<file path="config.mk">
export PLATFORM = sky130hd
export DESIGN_NAME = aespim_clmul_seq
export DESIGN_NICKNAME = d
export VERILOG_FILES = /design/src/rtl/aespim_pkg.sv /design/src/rtl/aespim_clmul16.sv /design/src/rtl/aespim_clmul_seq.sv
export SDC_FILE = /design/constraint.sdc
export NUM_CORES = 1
export LEC_CHECK = 0
export ABC_AREA = 1
export ABC_CLOCK_PERIOD_IN_PS = 3000
export CORE_MARGIN = 2
export CORE_UTILIZATION = 43
export CTS_CLUSTER_DIAMETER = 30
export CTS_CLUSTER_SIZE = 24
export DETAILED_ROUTE_END_ITERATION = 6
export HOLD_SLACK_MARGIN = 0.15
export PLACE_DENSITY = 0.66
export SLEW_MARGIN = 20
export SYNTH_ARGS = -nofsm -noshare
export SYNTH_HDL_FRONTEND = slang
export SYNTH_HIERARCHICAL = 1
export SYNTH_SLANG_ARGS = --single-unit
</file>
<file path="constraint.sdc">
create_clock -name clk_i -period 3 [get_ports clk_i]
set_input_delay 0.9 -clock clk_i [delete_from_list [all_inputs] [get_ports clk_i]]
set_output_delay 0.9 -clock clk_i [all_outputs]
set_load 0.01 [all_outputs]
</file>
<file path="src/rtl/aespim_pkg.sv">
// Shared types and constants for the AES/GHASH carry-less multiply path.
package aespim_pkg;

  localparam int CLMUL_CHUNK_W = 16;

  typedef enum logic [1:0] {CLMUL_IDLE, CLMUL_BUSY, CLMUL_DONE} clmul_seq_state_e;

  // Counter width for n chunks; a single chunk still needs one bit.
  function automatic int clmul_cnt_w(input int n);
    return (n <= 1) ? 1 : $clog2(n);
  endfunction

endpackage

</file>
<file path="src/rtl/aespim_clmul16.sv">
// Combinational 16x16 -> 32 carry-less multiply core (GF(2)[x] product).
module aespim_clmul16
  import aespim_pkg::*;
(
  input  logic [CLMUL_CHUNK_W-1:0]   a,
  input  logic [CLMUL_CHUNK_W-1:0]   b,
  output logic [2*CLMUL_CHUNK_W-1:0] p
);

  always_comb begin
    p = '0;
    for (int k = 0; k < CLMUL_CHUNK_W; k++) begin
      if (b[k]) p = p ^ ({{CLMUL_CHUNK_W{1'b0}}, a} << k);
    end
  end

endmodule

</file>
<file path="src/rtl/aespim_clmul_seq.sv">
// WIDTH x WIDTH carry-less multiply sequenced over one shared 16x16 core.
// Optional zero-chunk skipping of A is enabled by defining AESPIM_CLMUL_ZSKIP_EN.
module aespim_clmul_seq
  import aespim_pkg::*;
#(
  parameter int WIDTH = 32
) (
  input  logic               clk_i,
  input  logic               rst_ni,
  input  logic               in_valid_i,
  output logic               in_ready_o,
  input  logic [WIDTH-1:0]   a_i,
  input  logic [WIDTH-1:0]   b_i,
  input  logic               flush_i,
  output logic               out_valid_o,
  input  logic               out_ready_i,
  output logic [2*WIDTH-1:0] res_o
);

  localparam int N  = WIDTH / CLMUL_CHUNK_W;
  localparam int CW = clmul_cnt_w(N);
  localparam int RW = 2 * WIDTH;
  localparam logic [CW-1:0] LAST = CW'(N - 1);

  clmul_seq_state_e state_q, state_d;

  logic [WIDTH-1:0]         a_q, b_q;
  logic [CW-1:0]            i_q, j_q;
  logic [RW-1:0]            acc_q, res_q, acc_nxt, pp_shift;
  logic [CLMUL_CHUNK_W-1:0] a_chunk, b_chunk;
  logic [2*CLMUL_CHUNK_W-1:0] pp;
  logic [CW:0]              sh_idx;
  logic                     accept, skip, last;

  assign a_chunk = a_q[CLMUL_CHUNK_W*i_q +: CLMUL_CHUNK_W];
  assign b_chunk = b_q[CLMUL_CHUNK_W*j_q +: CLMUL_CHUNK_W];

  aespim_clmul16 u_core (
    .a (a_chunk),
    .b (b_chunk),
    .p (pp)
  );

  // Shift index i+j reaches 2N-2, so it needs one bit more than the counters.
  assign sh_idx   = {1'b0, i_q} + {1'b0, j_q};
  assign pp_shift = RW'(pp) << (32'(sh_idx) * CLMUL_CHUNK_W);
  assign acc_nxt  = skip ? acc_q : (acc_q ^ pp_shift);

  always_comb begin
    state_d = state_q;
    accept  = 1'b0;
    skip    = 1'b0;
    last    = 1'b0;
    case (state_q)
      CLMUL_IDLE: begin
        if (in_valid_i) begin
          accept  = 1'b1;
          state_d = CLMUL_BUSY;
        end
      end
      CLMUL_BUSY: begin
`ifdef AESPIM_CLMUL_ZSKIP_EN
        skip = (j_q == '0) && (a_chunk == '0);
`else
        skip = 1'b0;
`endif
        last = (i_q == LAST) && (skip || (j_q == LAST));
        if (last) state_d = CLMUL_DONE;
      end
      CLMUL_DONE: begin
        if (out_ready_i) state_d = CLMUL_IDLE;
      end
      default: state_d = CLMUL_IDLE;
    endcase
    // Flush overrides every transition, including a same-cycle accept.
    if (flush_i) begin
      state_d = CLMUL_IDLE;
      accept  = 1'b0;
    end
  end

  always_ff @(posedge clk_i or negedge rst_ni) begin
    if (!rst_ni) state_q <= CLMUL_IDLE;
    else         state_q <= state_d;
  end

  always_ff @(posedge clk_i or negedge rst_ni) begin
    if (!rst_ni) begin
      a_q   <= '0;
      b_q   <= '0;
      i_q   <= '0;
      j_q   <= '0;
      acc_q <= '0;
      res_q <= '0;
    end else if (flush_i) begin
      i_q   <= '0;
      j_q   <= '0;
      acc_q <= '0;
    end else if (accept) begin
      a_q   <= a_i;
      b_q   <= b_i;
      i_q   <= '0;
      j_q   <= '0;
      acc_q <= '0;
    end else if (state_q == CLMUL_BUSY) begin
      acc_q <= acc_nxt;
      if (last) begin
        res_q <= acc_nxt;
        i_q   <= '0;
        j_q   <= '0;
      end else if (skip || (j_q == LAST)) begin
        i_q <= i_q + 1'b1;
        j_q <= '0;
      end else begin
        j_q <= j_q + 1'b1;
      end
    end
  end

  assign in_ready_o  = (state_q == CLMUL_IDLE);
  assign out_valid_o = (state_q == CLMUL_DONE);
  assign res_o       = res_q;

endmodule

</file>
==> qor.txt, run 1 <==
max-cap viol count: 0
GR Util All Layers: 0.230
CORE AREA: 32500 um^2
clk root buf: clkbuf_16
pwr dens: 714 nW/um^2
DRT antenna net count: 0
Leak Pwr: 8.14 nW
clock tree sinks: 196
Ys Warns: 6
Post-Synthesis Net Count: 2130
VDD IR-drop max: 0.000486 V
initial antenna violation count: 1
commonest non-fill, non-tap cell in the layout: nand2_1
worst-path maximum fanout: 25
Seq cells post-synth: 196
post-synthesis sequential area ratio: 0.345
reg2reg setup slack: 240 ps
fraction of layout cells with a size suffix above 1: 0.0855
post-DP HPWL: 25900 um
global-route wire length before repair: 62600 um
CTS buffer count: 17
Layout Skew: 23.7 ps
Slew Viols, Final: 0
area of the multi-input gates: 7680 um^2
H-Tree Level Count: 4
final hold vios: 0
min cycle time layout: 2760 ps
row cnt: 66
Synth Instances: 2059
drt via density: 4.94
final worst path period share: 0.919
RSZ-0062 raised after global routing: false
WP data required: 3330 ps
Routed WL: 38700 um
# IOs: 135
Synth cell types: 34
CP cell instances: buf_6, o21ai_0, buf_4, nand2_1, xnor2_1, nand2b_1, nand2_1, nand2_1, nand2_1, xnor2_2, buf_4, nand2_1, nand2_1, nand3_1, nand3_1, nand2_1
Fin Setup TNS: 0 ps
area of the die: 34500 um^2
Synth-to-Final Area Change: 15.8%
clk_lat worst skew: 450 ps
TritonCTS clock tree: yes
Final Setup Violations: 0
most frequent cells in the layout: nand2_1 (972), dfrtp_1 (196), nand3_1 (185)
Initial Util: 0.437
run status: complete, no violations
Overflow after GRT: 0
Least-Margin Pin Slew: 714 ps
hold crit path type: primary input to async pin
Filler cells: 3224
max incr delay on CP: 390 ps
RD Place Congestion: 0.852
die height: 186 um
Routed WL per cell: 14.9 um
register area: 4900 um^2
Clock Tree Buf Depth: 2
vias in the first global route: 12100
DRT iter0 DRCs: 972
largest net degree at the start of global routing: 77
crit path capture type: flip-flop
Worst setup SP type: flip-flop
Critical Path AT: 3090 ps
worst relative slew slack: 0.524
fmax: 0.363 GHz
pre-CTS WS: 97.2 ps
worst setup path class: flip-flop to flip-flop
post-synthesis cell area: 14200 um^2
DIE WIDTH: 186 um
diode count: 0
CP max-delay cell: dfrtp_1
Setup WS post-layout: 242 ps
IO Port Bufs: 134
Syn Area/Cell: 6.90 um^2
cell mode on critical path: nand2_1
Vias: 12800
CP Launch Point: i_q$_DFFE_PN0P_
clock-pin slew on the worst setup and hold paths: 90 ps
Initial DRT Pass Iterations: 5
R2R Path Start: i_q$_DFFE_PN0P_
# nets final: 2210
DRC Markers: 0
Hold Buf Count CTS: 0
-- through the flow --
stage	utilization	hold WS (ps)	area (um^2)	instances	power, mW
final	0.506	472	16500	2594	11.7
after global routing	0.506	487	16500	2594	12.6
after CTS	0.503	477	16400	2592	11.6
after detailed placement	0.485	458	15800	2560	9.31
after global placement	0.485	455	15800	2560	9.15
after floorplan	-	467	14200	2059	7.66
-- synthesized netlist by cell type --
| cell | number | area (um^2) |
|---|---|---|
| nand2_1 | 973 | 3650 |
| dfrtp_1 | 196 | 4900 |
| nand3_1 | 185 | 926 |
| inv_1 | 148 | 556 |
| xnor2_1 | 108 | 946 |
| o21ai_0 | 101 | 505 |
| xor2_1 | 70 | 613 |
| buf_6 | 50 | 563 |
| nand2_2 | 49 | 307 |
| buf_2 | 33 | 165 |
| clkbuf_1 | 26 | 97.6 |
| buf_4 | 22 | 165 |
| nand4_1 | 20 | 125 |
| nor2_1 | 14 | 52.6 |
| o21ai_1 | 13 | 65.1 |
| xnor2_2 | 13 | 211 |
| nand2b_1 | 7 | 43.8 |
| buf_12 | 5 | 100 |
| inv_2 | 5 | 18.8 |
| buf_1 | 3 | 11.3 |
| ha_1 | 2 | 25.0 |
| nand2_4 | 2 | 22.5 |
| or2_2 | 2 | 12.5 |
| xor2_2 | 2 | 32.5 |
| clkbuf_2 | 1 | 5.00 |
| clkinv_1 | 1 | 3.75 |
| conb_1 | 1 | 3.75 |
| nor2_2 | 1 | 6.26 |
| nor2_4 | 1 | 11.3 |
| nor2_8 | 1 | 20.0 |
| nor3_1 | 1 | 5.00 |
| o21a_1 | 1 | 7.51 |
| o22ai_1 | 1 | 6.26 |
| xnor3_1 | 1 | 22.5 |
-- repair_timing --
action | 4_1_cts | 5_1_grt
gates resized for setup | 0 | 13
setup endpoints to repair | 0 | 38
buffers inserted | 0 | 2
-- layout make-up --
cell class / instances / share of cell area
multi-input combinational: 1569 / 0.466
inverter: 154 / 0.0351
sequential: 196 / 0.298
clock inverter: 14 / 0.00828
tap: 442 / 0.0336
timing repair buffer: 201 / 0.132
clock buffer: 18 / 0.0267
-- path summary, 6_finish.rpt --
kind,endpoint,cells past startpoint
worst max-delay path,res_o[42]$_DFFE_PN0P_,16
min in group clk_i,res_o[14]$_DFFE_PN0P_,2
worst min-delay path,res_o[50]$_DFFE_PN0P_,1
worst min register to register,res_o[14]$_DFFE_PN0P_,2
max in group asynchronous,acc_q[4]$_DFFE_PN0P_,2
worst max register to register,res_o[42]$_DFFE_PN0P_,16
-- cell families after synthesis --
| logic type | count (synthesis) | synth area share |
|---|---|---|
| compound gates | 116 | 0.0411 |
| xor+xnor | 194 | 0.128 |
| fa+ha+maj | 2 | 0.00176 |
| buf+inv | 294 | 0.119 |
| flops | 196 | 0.345 |
| other cells | 1 | 0.000264 |
| simple gates | 1256 | 0.365 |
-- layer usage --
| layer | wire length, um | track usage | vias up |
|---|---|---|---|
| met5 | 0 | 0 | - |
| met4 | 931 | 0.0728 | 0 |
| met3 | 2110 | 0.0305 | 53 |
| met2 | 17800 | 0.379 | 391 |
| met1 | 17800 | 0.313 | 5934 |
| li1 | - | - | 6447 |
-- power by group --
part,leakage (nW),total [mW],switching (mW),internal (mW)
clock network,0.279,2.30,1.17,1.13
logic,5.23,6.36,4.01,2.36
registers,2.62,3.08,0.148,2.93
total,8.14,11.7,5.33,6.42
-- worst max-delay path, delay by kind of cell, from the launching register on --
family / cells / cell delay [ps]
AND/OR/NAND/NOR: 10 / 930
AO/OA/AOI/OAI: 1 / 210
XOR/XNOR: 2 / 460
buffers and inverters: 3 / 640
flip-flops: 1 / 390
-- registers in the layout, summed over array words and instances, names as in the netlist --
name and cells:
i_q 1, acc_q 64, state_q 2, j_q 1
res_o 64, a_q 32, b_q 32
Power figures use the tool's default switching activity.
==> run 2, diff against run 1 <==
--- a/config.mk
+++ b/config.mk
@@ -8,12 +8,13 @@
 export ABC_AREA = 1
 export ABC_CLOCK_PERIOD_IN_PS = 3000
 export CORE_MARGIN = 2
-export CORE_UTILIZATION = 43
+export CORE_UTILIZATION = 59
 export CTS_CLUSTER_DIAMETER = 30
 export CTS_CLUSTER_SIZE = 24
 export DETAILED_ROUTE_END_ITERATION = 6
 export HOLD_SLACK_MARGIN = 0.15
-export PLACE_DENSITY = 0.66
+export PLACE_DENSITY = 0.85
+export SKIP_LAST_GASP = 1
 export SLEW_MARGIN = 20
 export SYNTH_ARGS = -nofsm -noshare
 export SYNTH_HDL_FRONTEND = slang
==> qor.txt, run 2 (synthesis gave the netlist of run 1 again) <==
Vias: 13700
TritonCTS clock tree: yes
commonest non-fill, non-tap cell in the layout: nand2_1
max incr delay on CP: 400 ps
largest net degree at the start of global routing: 66
GR Util All Layers: 0.298
post-DP HPWL: 25100 um
RSZ-0062 raised after global routing: true
failing checks: DRC
clk_lat worst skew: 450 ps
Worst setup SP type: flip-flop
DRT iter0 DRCs: 1373
hold crit path type: primary input to async pin
worst-path maximum fanout: 36
pwr dens: 725 nW/um^2
diode count: 0
row cnt: 56
Critical Path AT: 3270 ps
crit path capture type: flip-flop
final worst path period share: 0.974
clock-pin slew on the worst setup and hold paths: 80 ps
CP max-delay cell: dfrtp_1
Initial DRT Pass Iterations: 7
R2R Path Start: i_q$_DFFE_PN0P_
# IOs: 135
final hold vios: 0
DRC Markers: 2
min cycle time layout: 2920 ps
drt via density: 5.50
Initial Util: 0.604
cell mode on critical path: nand2_1
overall power: 11.9 mW
die height: 159 um
vias in the first global route: 13000
clock tree sinks: 196
Synth-to-Final Area Change: 15.9%
initial antenna violation count: 1
max-cap viol count: 0
Fin Setup TNS: 0 ps
H-Tree Level Count: 4
IO Port Bufs: 134
VDD IR-drop max: 0.000403 V
DRT antenna net count: 0
Overflow after GRT: 0
Slew Viols, Final: 0
CTS buffer count: 17
CP cell instances: buf_12, o21ai_0, buf_4, nand2_1, nor2_1, inv_1, nand2_1, nand2_1, nand2_1, nand2_1, nand2_1, inv_1, nand3_1, nand2_1, inv_2, nand2_1, nand2_1, nand3_1, nand3_1, nand2_1
worst relative slew slack: 0.547
Least-Margin Pin Slew: 674 ps
Layout Skew: 10.2 ps
worst setup path class: flip-flop to flip-flop
Leak Pwr: 8.24 nW
R2R depth: 20
area of the die: 25300 um^2
most frequent cells in the layout: nand2_1 (972), dfrtp_1 (195), nand3_1 (185)
DIE WIDTH: 159 um
reg2reg setup slack: 80 ps
Routed WL per cell: 15.5 um
CORE AREA: 23500 um^2
run status: finished with violations
RD Place Congestion: 0.904
WP data required: 3340 ps
global-route wire length before repair: 62600 um
# nets final: 2233
reg-to-reg endpoint: acc_q[31]$_DFFE_PN0P_
Clock Tree Buf Depth: 2
clk root buf: clkbuf_16
fmax: 0.342 GHz
fraction of layout cells with a size suffix above 1: 0.0952
Routed WL: 38700 um
Final Setup Violations: 0
run 2: routing by layer:
layer | up-vias | track usage | routed length, um
li1 | 6495 | - | -
met1 | 6311 | 0.393 | 15200
met2 | 761 | 0.489 | 18100
met3 | 151 | 0.0422 | 3770
met4 | 0 | 0.136 | 1670
met5 | - | 0 | 0
run 2: report_power, final:
part | leakage (nW) | internal (mW) | total (mW) | switching [mW]
logic | 5.32 | 2.36 | 6.50 | 4.14
clock network | 0.295 | 1.13 | 2.34 | 1.21
registers | 2.62 | 2.93 | 3.09 | 0.155
total | 8.24 | 6.43 | 11.9 | 5.51
run 2: cell type report:
type	count	area [um^2]
clock inverter	15	188
clock buffer	17	425
multi-input combinational	1569	7640
timing repair buffer	224	2330
tap	319	399
fill	1845	7080
sequential	196	4910
inverter	154	578
run 2: worst max-delay path, delay by kind of cell, from the launching register on:
| kind | cells | cell delay (ps) |
|---|---|---|
| simple gates | 14 | 1540 |
| compound gates | 1 | 220 |
| flops | 1 | 400 |
| buf+inv | 5 | 640 |
run 2: how the worst max path moves through the flow:
stage	cells past startpoint	slack (ps)	start	to
2_1_floorplan	16	490	i_q$_DFFE_PN0P_	acc_q[60]$_DFFE_PN0P_
3_3_place_gp	15	280	i_q$_DFFE_PN0P_	res_o[27]$_DFFE_PN0P_
3_5_place_dp	15	140	i_q$_DFFE_PN0P_	res_o[27]$_DFFE_PN0P_
4_1_cts	15	130	j_q$_DFFE_PN0P_	res_o[27]$_DFFE_PN0P_
5_1_grt	20	-100	i_q$_DFFE_PN0P_	res_o[31]$_DFFE_PN0P_
6_report	20	80	i_q$_DFFE_PN0P_	acc_q[31]$_DFFE_PN0P_
run 2: metrics by stage:
stage / hold slack, ps / std cells / utilization / setup slack, ps / instance area, um^2
floorplan: 467 / 2059 / - / 491 / 14200
global placement: 457 / 2433 / 0.659 / 281 / 15500
detailed placement: 465 / 2433 / 0.659 / 145 / 15500
CTS: 438 / 2465 / 0.685 / 126 / 16100
global route: 461 / 2494 / 0.699 / -95.6 / 16500
finish: 419 / 2494 / 0.699 / 76.8 / 16500
run 2: timing repair:
action / in CTS / in global routing
setup buffers: 0 / 29
resized for setup: 0 / 14
hold buffers: 0 / 0
endpoints found under the setup margin: 0 / 33
